## src/rtl/uart_tx_fifo.sv

```systemverilog
`default_nettype none
// ============================================================================
//  Module      : uart_tx_fifo
//  Description : Byte FIFO that feeds a UART transmitter. The CPU/bus side
//                pushes bytes with wr_en. A three-state launcher pops one
//                byte at a time, presents it on tx_data and pulses tx_en. It
//                then waits for the transmitter to go busy and return to idle
//                before it launches the next byte.
//  Revision    : 1.0 - initial release
// ----------------------------------------------------------------------------
//  Parameters
//    DEPTH      number of byte entries (power of two, 2..64)
//    CW         width of count, log2(DEPTH)+1
//  Ports
//    clk        in   1   system clock, rising edge
//    rst        in   1   asynchronous reset, active low
//    wr_en      in   1   write strobe, one byte per high cycle
//    wr_data    in   8   byte to store
//    full       out  1   count == DEPTH
//    empty      out  1   count == 0
//    count      out  CW  number of stored bytes
//    overflow   out  1   sticky: a write was attempted while full
//    ovf_clr    in   1   clears overflow (a new overflow in the same cycle wins)
//    tx_data    out  8   byte presented to the transmitter DATA input
//    tx_en      out  1   one-cycle launch pulse to the transmitter EN input
//    tx_status  in   1   transmitter STATUS, 1 = idle, 0 = busy
// ============================================================================
module uart_tx_fifo #(
  parameter int DEPTH = 8,
  parameter int CW    = 4
) (
  input  logic          clk,
  input  logic          rst,
  input  logic          wr_en,
  input  logic [7:0]    wr_data,
  output logic          full,
  output logic          empty,
  output logic [CW-1:0] count,
  output logic          overflow,
  input  logic          ovf_clr,
  output logic [7:0]    tx_data,
  output logic          tx_en,
  input  logic          tx_status
);

  localparam int            c_addr_w    = $clog2(DEPTH);
  localparam logic [c_addr_w-1:0] c_ptr_one   = c_addr_w'(1);
  localparam logic [CW-1:0] c_cnt_one   = CW'(1);
  localparam logic [CW-1:0] c_cnt_depth = CW'(DEPTH);

  typedef enum logic [1:0] {
    ST_IDLE      = 2'd0,
    ST_WAIT_BUSY = 2'd1,
    ST_WAIT_DONE = 2'd2
  } state_t;

  // Storage and bookkeeping
  logic [7:0]          r_mem [DEPTH];
  logic [c_addr_w-1:0] r_wr_ptr;
  logic [c_addr_w-1:0] r_rd_ptr;
  logic [CW-1:0]       r_count;
  logic                r_full;
  logic                r_empty;
  logic                r_overflow;

  // Launcher
  state_t              r_state;
  logic [7:0]          r_tx_data;
  logic                r_tx_en;

  logic                w_push;
  logic                w_pop;
  logic [CW-1:0]       w_count_nxt;

  // Both decisions use the registered flags: a write into a full FIFO is
  // refused even if a pop frees a slot in the same cycle, and a pop only
  // ever sees bytes stored on an earlier edge.
  assign w_push = wr_en & ~r_full;
  assign w_pop  = (r_state == ST_IDLE) & ~r_empty & tx_status;

  always_comb begin
    w_count_nxt = r_count;
    if (w_push && !w_pop) begin
      w_count_nxt = r_count + c_cnt_one;
    end else if (w_pop && !w_push) begin
      w_count_nxt = r_count - c_cnt_one;
    end
  end

  // Byte storage carries no reset; stale contents are never read because
  // the pointers and count are cleared.
  always_ff @(posedge clk) begin
    if (w_push) begin
      r_mem[r_wr_ptr] <= wr_data;
    end
  end

  // Pointers, occupancy flags and the sticky overflow flag.
  always_ff @(posedge clk or negedge rst) begin
    if (!rst) begin
      r_wr_ptr   <= '0;
      r_rd_ptr   <= '0;
      r_count    <= '0;
      r_full     <= 1'b0;
      r_empty    <= 1'b1;
      r_overflow <= 1'b0;
    end else begin
      if (w_push) begin
        r_wr_ptr <= r_wr_ptr + c_ptr_one;
      end
      if (w_pop) begin
        r_rd_ptr <= r_rd_ptr + c_ptr_one;
      end
      r_count <= w_count_nxt;
      r_full  <= (w_count_nxt == c_cnt_depth);
      r_empty <= (w_count_nxt == '0);
      // Set has priority over clear.
      if (wr_en && r_full) begin
        r_overflow <= 1'b1;
      end else if (ovf_clr) begin
        r_overflow <= 1'b0;
      end
    end
  end

  // Launcher: pop in IDLE, then follow one full busy -> idle excursion of
  // the transmitter before considering the next byte.
  always_ff @(posedge clk or negedge rst) begin
    if (!rst) begin
      r_state   <= ST_IDLE;
      r_tx_data <= 8'h00;
      r_tx_en   <= 1'b0;
    end else begin
      r_tx_en <= 1'b0;
      case (r_state)
        ST_IDLE: begin
          if (w_pop) begin
            r_tx_data <= r_mem[r_rd_ptr];
            r_tx_en   <= 1'b1;
            r_state   <= ST_WAIT_BUSY;
          end
        end
        ST_WAIT_BUSY: begin
          if (!tx_status) begin
            r_state <= ST_WAIT_DONE;
          end
        end
        ST_WAIT_DONE: begin
          if (tx_status) begin
            r_state <= ST_IDLE;
          end
        end
        default: begin
          r_state <= ST_IDLE;
        end
      endcase
    end
  end

  assign full     = r_full;
  assign empty    = r_empty;
  assign count    = r_count;
  assign overflow = r_overflow;
  assign tx_data  = r_tx_data;
  assign tx_en    = r_tx_en;

endmodule
`default_nettype wire

```

## config.mk

```make
export PLATFORM = sky130hd
export DESIGN_NAME = uart_tx_fifo
export DESIGN_NICKNAME = d
export VERILOG_FILES = /design/src/rtl/uart_tx_fifo.sv
export SDC_FILE = /design/constraint.sdc
export NUM_CORES = 1
export LEC_CHECK = 0
export ABC_AREA = 1
export CAP_MARGIN = 40
export CORE_MARGIN = 10
export CORE_UTILIZATION = 45
export CTS_CLUSTER_SIZE = 16
export DETAILED_ROUTE_END_ITERATION = 16
export SYNTH_ARGS = -nofsm -noshare
export SYNTH_HDL_FRONTEND = slang
export SYNTH_SLANG_ARGS = --single-unit
export TNS_END_PERCENT = 100
```

## constraint.sdc

```tcl
create_clock -name clk -period 1.7 [get_ports clk]
set_input_delay 0.34 -clock clk [delete_from_list [all_inputs] [get_ports clk]]
set_output_delay 0.34 -clock clk [all_outputs]
set_load 0.02 [all_outputs]
```

==> flow_metrics.tcl, run 1 <==
set metrics [dict create \
    status "finished clean" \
    fin_area_um2 4387 \
    synth-seq-cells 88 \
    synth-simple-area-share 0.1630 \
    ys_async_sr_fraction 0.2727 \
    dpl_cell_area_um2 4208 \
    slowest_delay_ns 0.61 \
    cts_tree "built" \
    ys.flop_type "edfxtp_1" \
    dp_hpwl_mm 5.322 \
    grt_util_all_layers 0.1270 \
    clk_latency_ns 0.35 \
    wl_met2_mm 3.315 \
    yosysWarningCount 0 \
    synth_xor_area_frac 0.01154 \
    power.density_nw_per_um2 1598 \
    synth_fa_ha_area_frac 0.01358 \
    cts_buffers 9 \
    period_share 0.9656 \
    htreeDepth 3 \
    cpMaxStageDelayCell "clkdlybuf4s50_1" \
    crit_path_start_kind "flip-flop" \
    antenna_found_initial 0 \
    min_period_ns 1.642 \
    die_area_um2 12210 \
    routedWlPerCell_um 15.87 \
    cp.buffers_inverters 1 \
    syn_area_um2 3685 \
    r2r_setup_slack_ns 0.23 \
    synth_top_area_frac 0.5216 \
    dp.cells 462 \
    synth_common_cells "edfxtp_1, nor2_1, nand2_1" \
    grt_overflow 0 \
    port_buffers 28 \
    p_leak_uw 0.001824 \
    synth-compound-area-share 0.08285 \
    ant_nets 0 \
    finClkSkew_ns 0.009198 \
    cap_violations 0 \
    arrival_ns 1.30 \
    yosysMostFrequentCell "edfxtp_1" \
    ios 29 \
    peakVddDrop_mv 0.5885 \
    routed_via_density 5.063 \
    dr.pass1.iters 4 \
    clock.fmax_ghz 0.6092 \
    rows 32 \
    relSlewSlack 0.7530 \
    via_count 2420 \
    cts.clk_slew.worst_paths_ns 0.09 \
    drive_above_1_share 0.1410 \
    core_region_area_um2 7848 \
    syn_avg_cell_area_um2 11.44 \
    crit_chain "clkdlybuf4s50_1" \
    grt_pass1_wl_mm 12.69 \
    synth_area_leader_cell "edfxtp_1" \
    synth_mux_area_frac 0.002716 \
    root_buffer "clkbuf_8" \
    final_cells 478 \
    first_global_vias 2461 \
    slew_violations 0 \
    yosysSeqAreaShare 0.6849 \
    cp.required_ns 1.36 \
    dr.max_layer_used "met4" \
    rsz0062_at_grt "false" \
    syn_nets 339 \
    crit_fanout 2 \
    synth.distinct_cells 27 \
    routed-wl-met3_um 262 \
    wl_met1_mm 3.885 \
    fin_total_pwr_uw 7011 \
    min_path_type "in2async" \
    critPathKind "reg2out" \
    end_kind "output port" \
    synth_top_family_by_area "simple AND/OR/NAND/NOR gates" \
    initialDrtViolationCount 102 \
    synth-edff-count 64 \
    drcViolationCount 0 \
    clock-sinks 88 \
    setup_tns_ns 0 \
    antenna_cells 0 \
    worst_pin_slew_ns 0.3694 \
    wl_mm 7.586 \
    die_x_um 110.5 \
    nets 388 \
    synth.area.top_cells "edfxtp_1, dfrtp_1, nor2_1" \
    syn_inst 322 \
    clk_path_buf_depth 2 \
    grt_max_degree 35 \
    die-height_um 110.5 \
    routabilityCongestion 0.7957 \
    syn_to_final_growth_pct 19.05 \
    start_util 0.4695 \
    setup_viol 0 \
    crit_family "buffers and inverters" \
    finalHoldViolations 0 \
]
-- cell type report --
cell class / count / area [um^2]
Clock inverter: 5 / 33.78
Inverter: 24 / 90.09
Clock buffer: 11 / 131.4
Fill cell: 686 / 3461
Multi-Input combinational cell: 198 / 1008
Tap cell: 102 / 127.6
Sequential cell: 88 / 2524
Timing Repair Buffer: 50 / 471.7
-- path summary, 6_finish.rpt --
check / start / end / cells after the start
setup / recovery: tx_data[3] / tx_data[3] / 1
hold reg to reg: tx_data[1] / tx_data[1] / 2
hold / removal: rst / tx_data[4] / 2
setup reg to reg: count[0] / full / 7
max in group asynchronous: rst / empty / 2
min in group clk: tx_data[1] / tx_data[1] / 2
-- state kept, by name, summed over array words and instances, names as in the netlist --
name	flops
count	4
r_state	2
full	1
tx_data	8
empty	1
r_mem	64
tx_en	1
r_wr_ptr	3
r_rd_ptr	3
overflow	1
-- timing repair --
| action | CTS | global route |
|---|---|---|
| gates resized for setup | 5 | 8 |
| buffers inserted | 0 | 0 |
| endpoints found under the setup margin | 5 | 8 |
| hold buffers | 0 | 0 |
-- layer usage --
layer | up-vias | GRT usage
met5 | - | 0
met4 | 0 | 0.05268
met3 | 11 | 0.02431
met2 | 51 | 0.1866
met1 | 1166 | 0.1781
li1 | 1192 | -
-- report_power, final --
part | switching, uW | internal [uW] | leakage, uW | total, uW
Clock | 718 | 533 | 0.0000797 | 1250
Combinational | 1720 | 1040 | 0.000870 | 2760
Sequential | 226 | 2780 | 0.000874 | 3000
-- cell families (layout without fill, tap and decap cells) --
logic type	after synthesis	count (layout)
AO/OA/AOI/OAI	53	53
multiplexers	1	1
AND/OR/NAND/NOR	136	136
buffers and inverters	36	90
XOR/XNOR	4	4
flip-flops	88	88
adder cells (fa/ha/maj)	4	4
-- stage by stage --
stage	utilization	setup WS, ns	hold slack, ns
floorplan	-	0.001831	0.04441
global placement	0.5362	-0.1556	0.4640
detailed placement	0.5362	-0.1665	0.4666
CTS	0.5564	0.0009737	0.3559
global route	0.5590	0.01002	0.3719
finish	0.5590	0.05849	0.3524
-- cell usage in the layout (no fill, tap or decap), drive strengths merged, types with 4 or more instances in the layout --
cell type      instances
buf                   22
clkbuf                11
clkdlybuf4s50         15
dfrtp                 23
dlygate4sd2            5
dlymetal6s2s           8
edfxtp                64
ha                     4
inv                   24
nand2                 51
nand3                 16
nor2                  67
o211ai                16
o21ai                 35
xor2                   4
(Power assumes the default switching activity.)
==> run 2: changes to the inputs <==
- CAP_MARGIN: 40 -> 5
==> results of run 2 <==
Same layout as run 1: the final DEF is identical, and so are final timing and power.
==> run 3: changes to the inputs <==
--- a/constraint.sdc
+++ b/constraint.sdc
@@ -3,2 +3,2 @@
 set_output_delay 0.34 -clock clk [all_outputs]
-set_load 0.02 [all_outputs]
+set_load 0.005 [all_outputs]
==> run 3 against run 2 <==
Count of clock-buffer cells in the layout is the same. Routed wire length grew 0.29%. Sequential power is essentially flat. Critical path depth is the same. Worst hold slack lost 0.00058 ns. Via count shrank 0.33%. Setup slack lost 0.0013 ns. Non-clock buffer count grew 1. Critical path type unchanged. Power shrank 1.7%. Clock power is essentially flat. Combinational power shrank 4%.
==> flow_metrics.tcl, run 3 (synthesis results as in run 1) <==
set metrics [dict create \
    slew_violations 0 \
    regArea_um2 2524 \
    dr.pass1.iters 4 \
    cp.buffers_inverters 1 \
    grt_pass1_wl_mm 12.69 \
    period_share 0.9664 \
    htreeDepth 3 \
    fin_area_um2 4379 \
    arrival_ns 1.30 \
    fill_cells 686 \
    p_leak_uw 0.001717 \
    finClkSkew_ns 0.009238 \
    clk_path_buf_depth 2 \
    crit_family "buffers and inverters" \
    via_count 2412 \
    slowest_delay_ns 0.54 \
    cts.clk_slew.worst_paths_ns 0.09 \
    largest-register "r_mem" \
    routed-wl-met3_um 317 \
    dr.max_layer_used "met4" \
    rows 32 \
    crit_fanout 5 \
    status "finished clean" \
    die-height_um 110.5 \
    setup_tns_ns 0 \
    grt_max_degree 35 \
    clock-sinks 88 \
    drcViolationCount 0 \
    post-place-ws_ns -0.1665 \
    dp.cells 462 \
    min_period_ns 1.643 \
    layout_common_cells "edfxtp_1, nor2_1, nand2_1" \
    setup_viol 0 \
    dp_hpwl_mm 5.322 \
    min_path_type "in2async" \
    drive_above_1_share 0.1432 \
    largest_register_ff_count 64 \
    die_x_um 110.5 \
    routabilityCongestion 0.7957 \
    clk_latency_ns 0.34 \
    clock.fmax_ghz 0.6087 \
    ios 29 \
    dpl_cell_area_um2 4208 \
    ant_nets 0 \
    worst_pin_slew_ns 0.3723 \
    routed_via_density 5.035 \
    initialDrtViolationCount 88 \
    start_util 0.4695 \
    first_global_vias 2461 \
    multi_input_area_um2 1008 \
    relSlewSlack 0.7510 \
    cap_violations 0 \
    final_common_cell "edfxtp_1" \
    power.density_nw_per_um2 1574 \
    crit_chain "clkdlybuf4s50_1" \
    finalHoldViolations 0 \
    grt_util_all_layers 0.1270 \
    antenna_cells 0 \
    grt_overflow 0 \
    critPathKind "reg2out" \
    nets 389 \
    wl_met2_mm 3.304 \
    antenna_found_initial 0 \
    peakVddDrop_mv 0.5891 \
    rsz0062_at_grt "false" \
    hold_buffers 0 \
    root_buffer "clkbuf_8" \
    wl_met1_mm 3.864 \
    crit_path_start_kind "flip-flop" \
    final_cells 479 \
    wl_mm 7.608 \
    routedWlPerCell_um 15.88 \
    die_area_um2 12210 \
    whs_ns 0.3518 \
    port_buffers 28 \
    cts_tree "built" \
    syn_to_final_growth_pct 18.85 \
    fin_ws_ns 0.05715 \
    end_kind "output port" \
    cpMaxStageDelayCell "clkdlybuf4s50_1" \
    cp.required_ns 1.36 \
    cts_buffers 9 \
    core_region_area_um2 7848 \
]
## run 3: final cells by class
cell class,instances,area share
Sequential cell,88,0.5763
Multi-Input combinational cell,198,0.2303
Timing Repair Buffer,51,0.1060
Inverter,24,0.02057
Tap cell,102,0.02914
Clock inverter,5,0.007714
Clock buffer,11,0.03000
## run 3: report_power, final
| group | internal (uW) | switching, uW |
|---|---|---|
| clock | 533 | 721 |
| sequential | 2780 | 221 |
| combinational | 1090 | 1550 |
## run 3: what timing repair did
action / in CTS / in global routing
gates resized for setup: 1 / 0
setup endpoints to repair: 1 / 0
buffers inserted: 1 / 0
## run 3: per-stage QoR
stage | util | power [uW]
6_report | 0.5580 | 6894
5_1_grt | 0.5580 | 7417
4_1_cts | 0.5580 | 6966
3_5_place_dp | 0.5362 | 5705
3_3_place_gp | 0.5362 | 5625
2_1_floorplan | - | 4642
## run 3: final timing paths
| path | to | slack (ns) | cells past startpoint | startpoint |
|---|---|---|---|---|
| min in group clk | tx_data[1] | 0.48 | 2 | tx_data[1] |
| max reg2reg | full | 0.22 | 7 | count[0] |
| max | count[0] | 0.06 | 1 | count[0] |
| min reg2reg | tx_data[1] | 0.48 | 2 | tx_data[1] |
| min | tx_data[4] | 0.35 | 2 | rst |
| max in group asynchronous | empty | 1.05 | 2 | rst |
## run 3: layer usage
| layer | track usage | vias to the layer above |
|---|---|---|
| met4 | 0.05268 | 0 |
| met3 | 0.02431 | 11 |
| met2 | 0.1866 | 47 |
| met5 | 0 | - |
| li1 | - | 1194 |
| met1 | 0.1781 | 1160 |
==> RTL change 1 (config.mk and constraints of run 3) <==
The 3 states of `state_t` get a one-hot encoding in 3 bits.
--- a/src/rtl/uart_tx_fifo.sv
+++ b/src/rtl/uart_tx_fifo.sv
@@ -48,10 +48,10 @@
   localparam logic [CW-1:0] c_cnt_one   = CW'(1);
   localparam logic [CW-1:0] c_cnt_depth = CW'(DEPTH);
 
-  typedef enum logic [1:0] {
-    ST_IDLE      = 2'd0,
-    ST_WAIT_BUSY = 2'd1,
-    ST_WAIT_DONE = 2'd2
+  typedef enum logic [2:0] {
+    ST_IDLE      = 3'b001,
+    ST_WAIT_BUSY = 3'b010,
+    ST_WAIT_DONE = 3'b100
   } state_t;
 
   // Storage and bookkeeping
Behaviour: same outputs for any inputs over 10 cycles, from zero or initial values and one cycle with rst low; not proved beyond that.
==> RTL change 1 against run 3 <==
Clock power grew 24%; count of clock-buffer cells in the layout grew 1; setup slack gained 0.0061 ns; sequential cell count grew 1; area after synthesis shrank 0.48%; routed wire length grew 2.0%; power grew 10%; combinational power grew 7%; utilization grew 0.72 points; cell area grew 0.77%; sequential share of layout area grew 0.24 points; global-route usage grew 1.1 points.
==> RTL change 1: results (changes against run 3) <==
[metrics] met3 global-route usage: 2.73% (+0.30 points)
[metrics] status: complete, no violations
[metrics] Placement Cell Area: 0.00419 sq mm (-0.54%)
[metrics] per-instance average area after synthesis: 11.8 sq um (+3.0%)
[metrics] flops & latches, synth: 89 (+1.1%)
[metrics] proportion of power drawn by flip-flops and latches: 42.4% (-1.1 points)
[metrics] number of nets in the layout: 377 (-3.1%)
[metrics] DRC violation total after the first TritonRoute iteration: 173 (+97%)
[metrics] DR WL met2: 3.51 mm (+6.2%)
[metrics] final-layout clock-cell area share: 4.79% (+1.0 points)
[metrics] combinational power share: 37.2% (-1.1 points)
[metrics] Synth Area in XOR/XNOR: 1.67% (+0.52 points)
[metrics] crit-path max FO: 4 (-1)
[metrics] power in combinational cells: 2.83 mW (+7%)
[metrics] Switch Pwr: 2.69 mW (+7.9%)
[metrics] routed wirelength normalized by instance count: 16.6 microns (+4.7%)
[metrics] total half-perimeter wirelength after legalization and detailed placement: 5.51 mm (+3.6%)
[metrics] number of gates resized after CTS: 2 (+1)
[metrics] Clock Buffer Count: 12 (+1)
[metrics] area occupied by multi-input gates: 985 sq um (-2.4%)
[metrics] Seq/Total Area, Yosys: 69.5% (+1.0 points)
[metrics] fillcell total: 683 (-0.44%)
[metrics] average vias per placed instance: 5.19 (+3.0%)
[metrics] Critical path origin: count[3]
[metrics] static leakage power: 1.68 nW (-1.9%)
[metrics] area added between synthesis and finish: 20.3%
[metrics] share of final-layout standard cells stronger than drive strength 1: 14.8% (+0.47 points)
-- RTL change 1: cell count changes after synthesis, moves of 3 or more --
cell,delta
sky130_fd_sc_hd__o21ai_0,+15
sky130_fd_sc_hd__nor2_1,-8
sky130_fd_sc_hd__nand2_1,-5
sky130_fd_sc_hd__buf_2,-3
sky130_fd_sc_hd__o22ai_1,+9
sky130_fd_sc_hd__nand3_1,-9
sky130_fd_sc_hd__inv_1,-4
sky130_fd_sc_hd__o21ai_1,-12
sky130_fd_sc_hd__nand2_4,-3
-- RTL change 1: worst register-to-register path, stage by stage (launching register included) --
cell,delay (ns)
sky130_fd_sc_hd__dfrtp_1,0.43
sky130_fd_sc_hd__nor2_4,0.13
sky130_fd_sc_hd__inv_2,0.04
sky130_fd_sc_hd__or2_2,0.31
sky130_fd_sc_hd__nor2_1,0.12
sky130_fd_sc_hd__buf_4,0.18
==> RTL change 2 (flow settings as in run 3) <==
Made on the original files. The parameter `CW` goes from 4 to 5.
--- a/src/rtl/uart_tx_fifo.sv
+++ b/src/rtl/uart_tx_fifo.sv
@@ -27,7 +27,7 @@
 // ============================================================================
 module uart_tx_fifo #(
   parameter int DEPTH = 8,
-  parameter int CW    = 4
+  parameter int CW    = 5
 ) (
   input  logic          clk,
   input  logic          rst,
Ports: changed (resized count); port bits go from 29 to 30. The function was not compared with the original's and may differ.
==> RTL change 2 against run 3 <==
Power rose by 6.6%; critical path depth unchanged; fmax is 0.70% higher; setup slack gained 0.011 ns; utilization grew 0.43 points; register-to-register slack lost 0.04 ns; synthesized cell count rose by 2.8%; area after synthesis rose by 1.8%; routed wire length increased by 1.0%; sequential cell count increased by 1; global-route usage rose by 0.12 points; cell area increased by 5.0%; worst hold slack improved by 0.014 ns; critical path type unchanged; largest power group unchanged.
==> RTL change 2: results (changes against run 3) <==
[metrics] most common library cells after synthesis: sky130_fd_sc_hd__edfxtp_1 (64), sky130_fd_sc_hd__nor2_1 (61), sky130_fd_sc_hd__nand2_1 (51)
[metrics] met1 usage in global routing: 15.9% (-1.9 points)
[metrics] DRC violation total after the first TritonRoute iteration: 164 (+86%)
[metrics] Seq/Total Area, Yosys: 67.9% (-0.57 points)
[metrics] remaining max-slew budget at the tightest pin: 63.4% (-12 points)
[metrics] routability congestion estimate: 0.744 (-6.5%)
[metrics] routed wirelength normalized by instance count: 15.4 microns (-2.8%)
[metrics] global-route met2 utilization: 20.8% (+2.1 points)
[metrics] FF/Latch Area: 0.00255 sq mm (+1.1%)
[metrics] static leakage power: 1.81 nW (+5.5%)
[metrics] share of final-layout standard cells stronger than drive strength 1: 17.0% (+2.7 points)
[metrics] wire length on met1: 3.45 mm (-11%)
[metrics] Clock Buffer Count: 13 (+2)
[metrics] status: complete, no violations
[metrics] non-filler instance count after layout: 498 (+4.0%)
[metrics] R2R depth: 9 (+2)
[metrics] final-layout clock-cell area share: 5.06% (+1.3 points)
[metrics] multi-input gates: 209 (+5.6%)
[metrics] die area: 0.0124 sq mm (+1.5%)
[metrics] wire length on met3: 442 microns (+39%)
[metrics] number of I/O port buffers: 29 (+3.6%)
[metrics] fillcell total: 727 (+6.0%)
[metrics] Placement Cell Area: 0.00432 sq mm (+2.7%)
[metrics] average vias per placed instance: 4.95 (-1.7%)
[metrics] wire length of the first global-routing pass: 12.8 mm (+1.1%)
[metrics] Power Density: 1600 mW/mm^2 (+1.5%)
[metrics] total routing usage reported by global routing: 12.8% (+0.12 points)
[metrics] placed cell count: 477 (+3.2%)
[metrics] share of synthesized flip-flops with an asynchronous set or reset: 28.1% (+0.82 points)
[metrics] total half-perimeter wirelength after legalization and detailed placement: 5.40 mm (+1.4%)
[metrics] share of the final layout cell area in multi-input gates: 22.9% (-0.17 points)
[metrics] number of sequential cells: 89 (+1.1%)
[metrics] DR WL met2: 3.76 mm (+14%)
[metrics] per-instance average area after synthesis: 11.3 sq um (-0.94%)
## RTL change 2: changes by cell type after synthesis, sizes merged, moves of 2 or more
| cell | change |
|---|---|
| clkbuf | +2 |
| inv | -4 |
| nand2 | +8 |
| nand3 | -4 |
| nand3b | +2 |
| nor2 | -2 |
| o21ai | +8 |
| xnor2 | +2 |
| xor2 | -2 |
## RTL change 2: power breakdown
part           internal [mW]  switching, mW
sequential              2.78          0.270
combinational           1.23           1.47
clock                  0.897          0.690
## RTL change 2: path summary, 6_finish.rpt
check	startpoint	slack, ns	to
setup / recovery	count[1]	0.07	count[1]
hold / removal	rst	0.37	r_state[1]
setup reg to reg	count[0]	0.18	full
hold reg to reg	tx_data[3]	0.48	tx_data[3]
max in group asynchronous	rst	1.03	empty
min in group clk	tx_data[3]	0.48	tx_data[3]
## RTL change 2: logic make-up after synthesis
kind of cell	Yosys count	share of synthesized area, %
simple gates	140	16.3
flops	89	67.9
compound gates	61	9.30
buf+inv	33	4.20
xor+xnor	4	0.934
fa+ha+maj	4	1.33
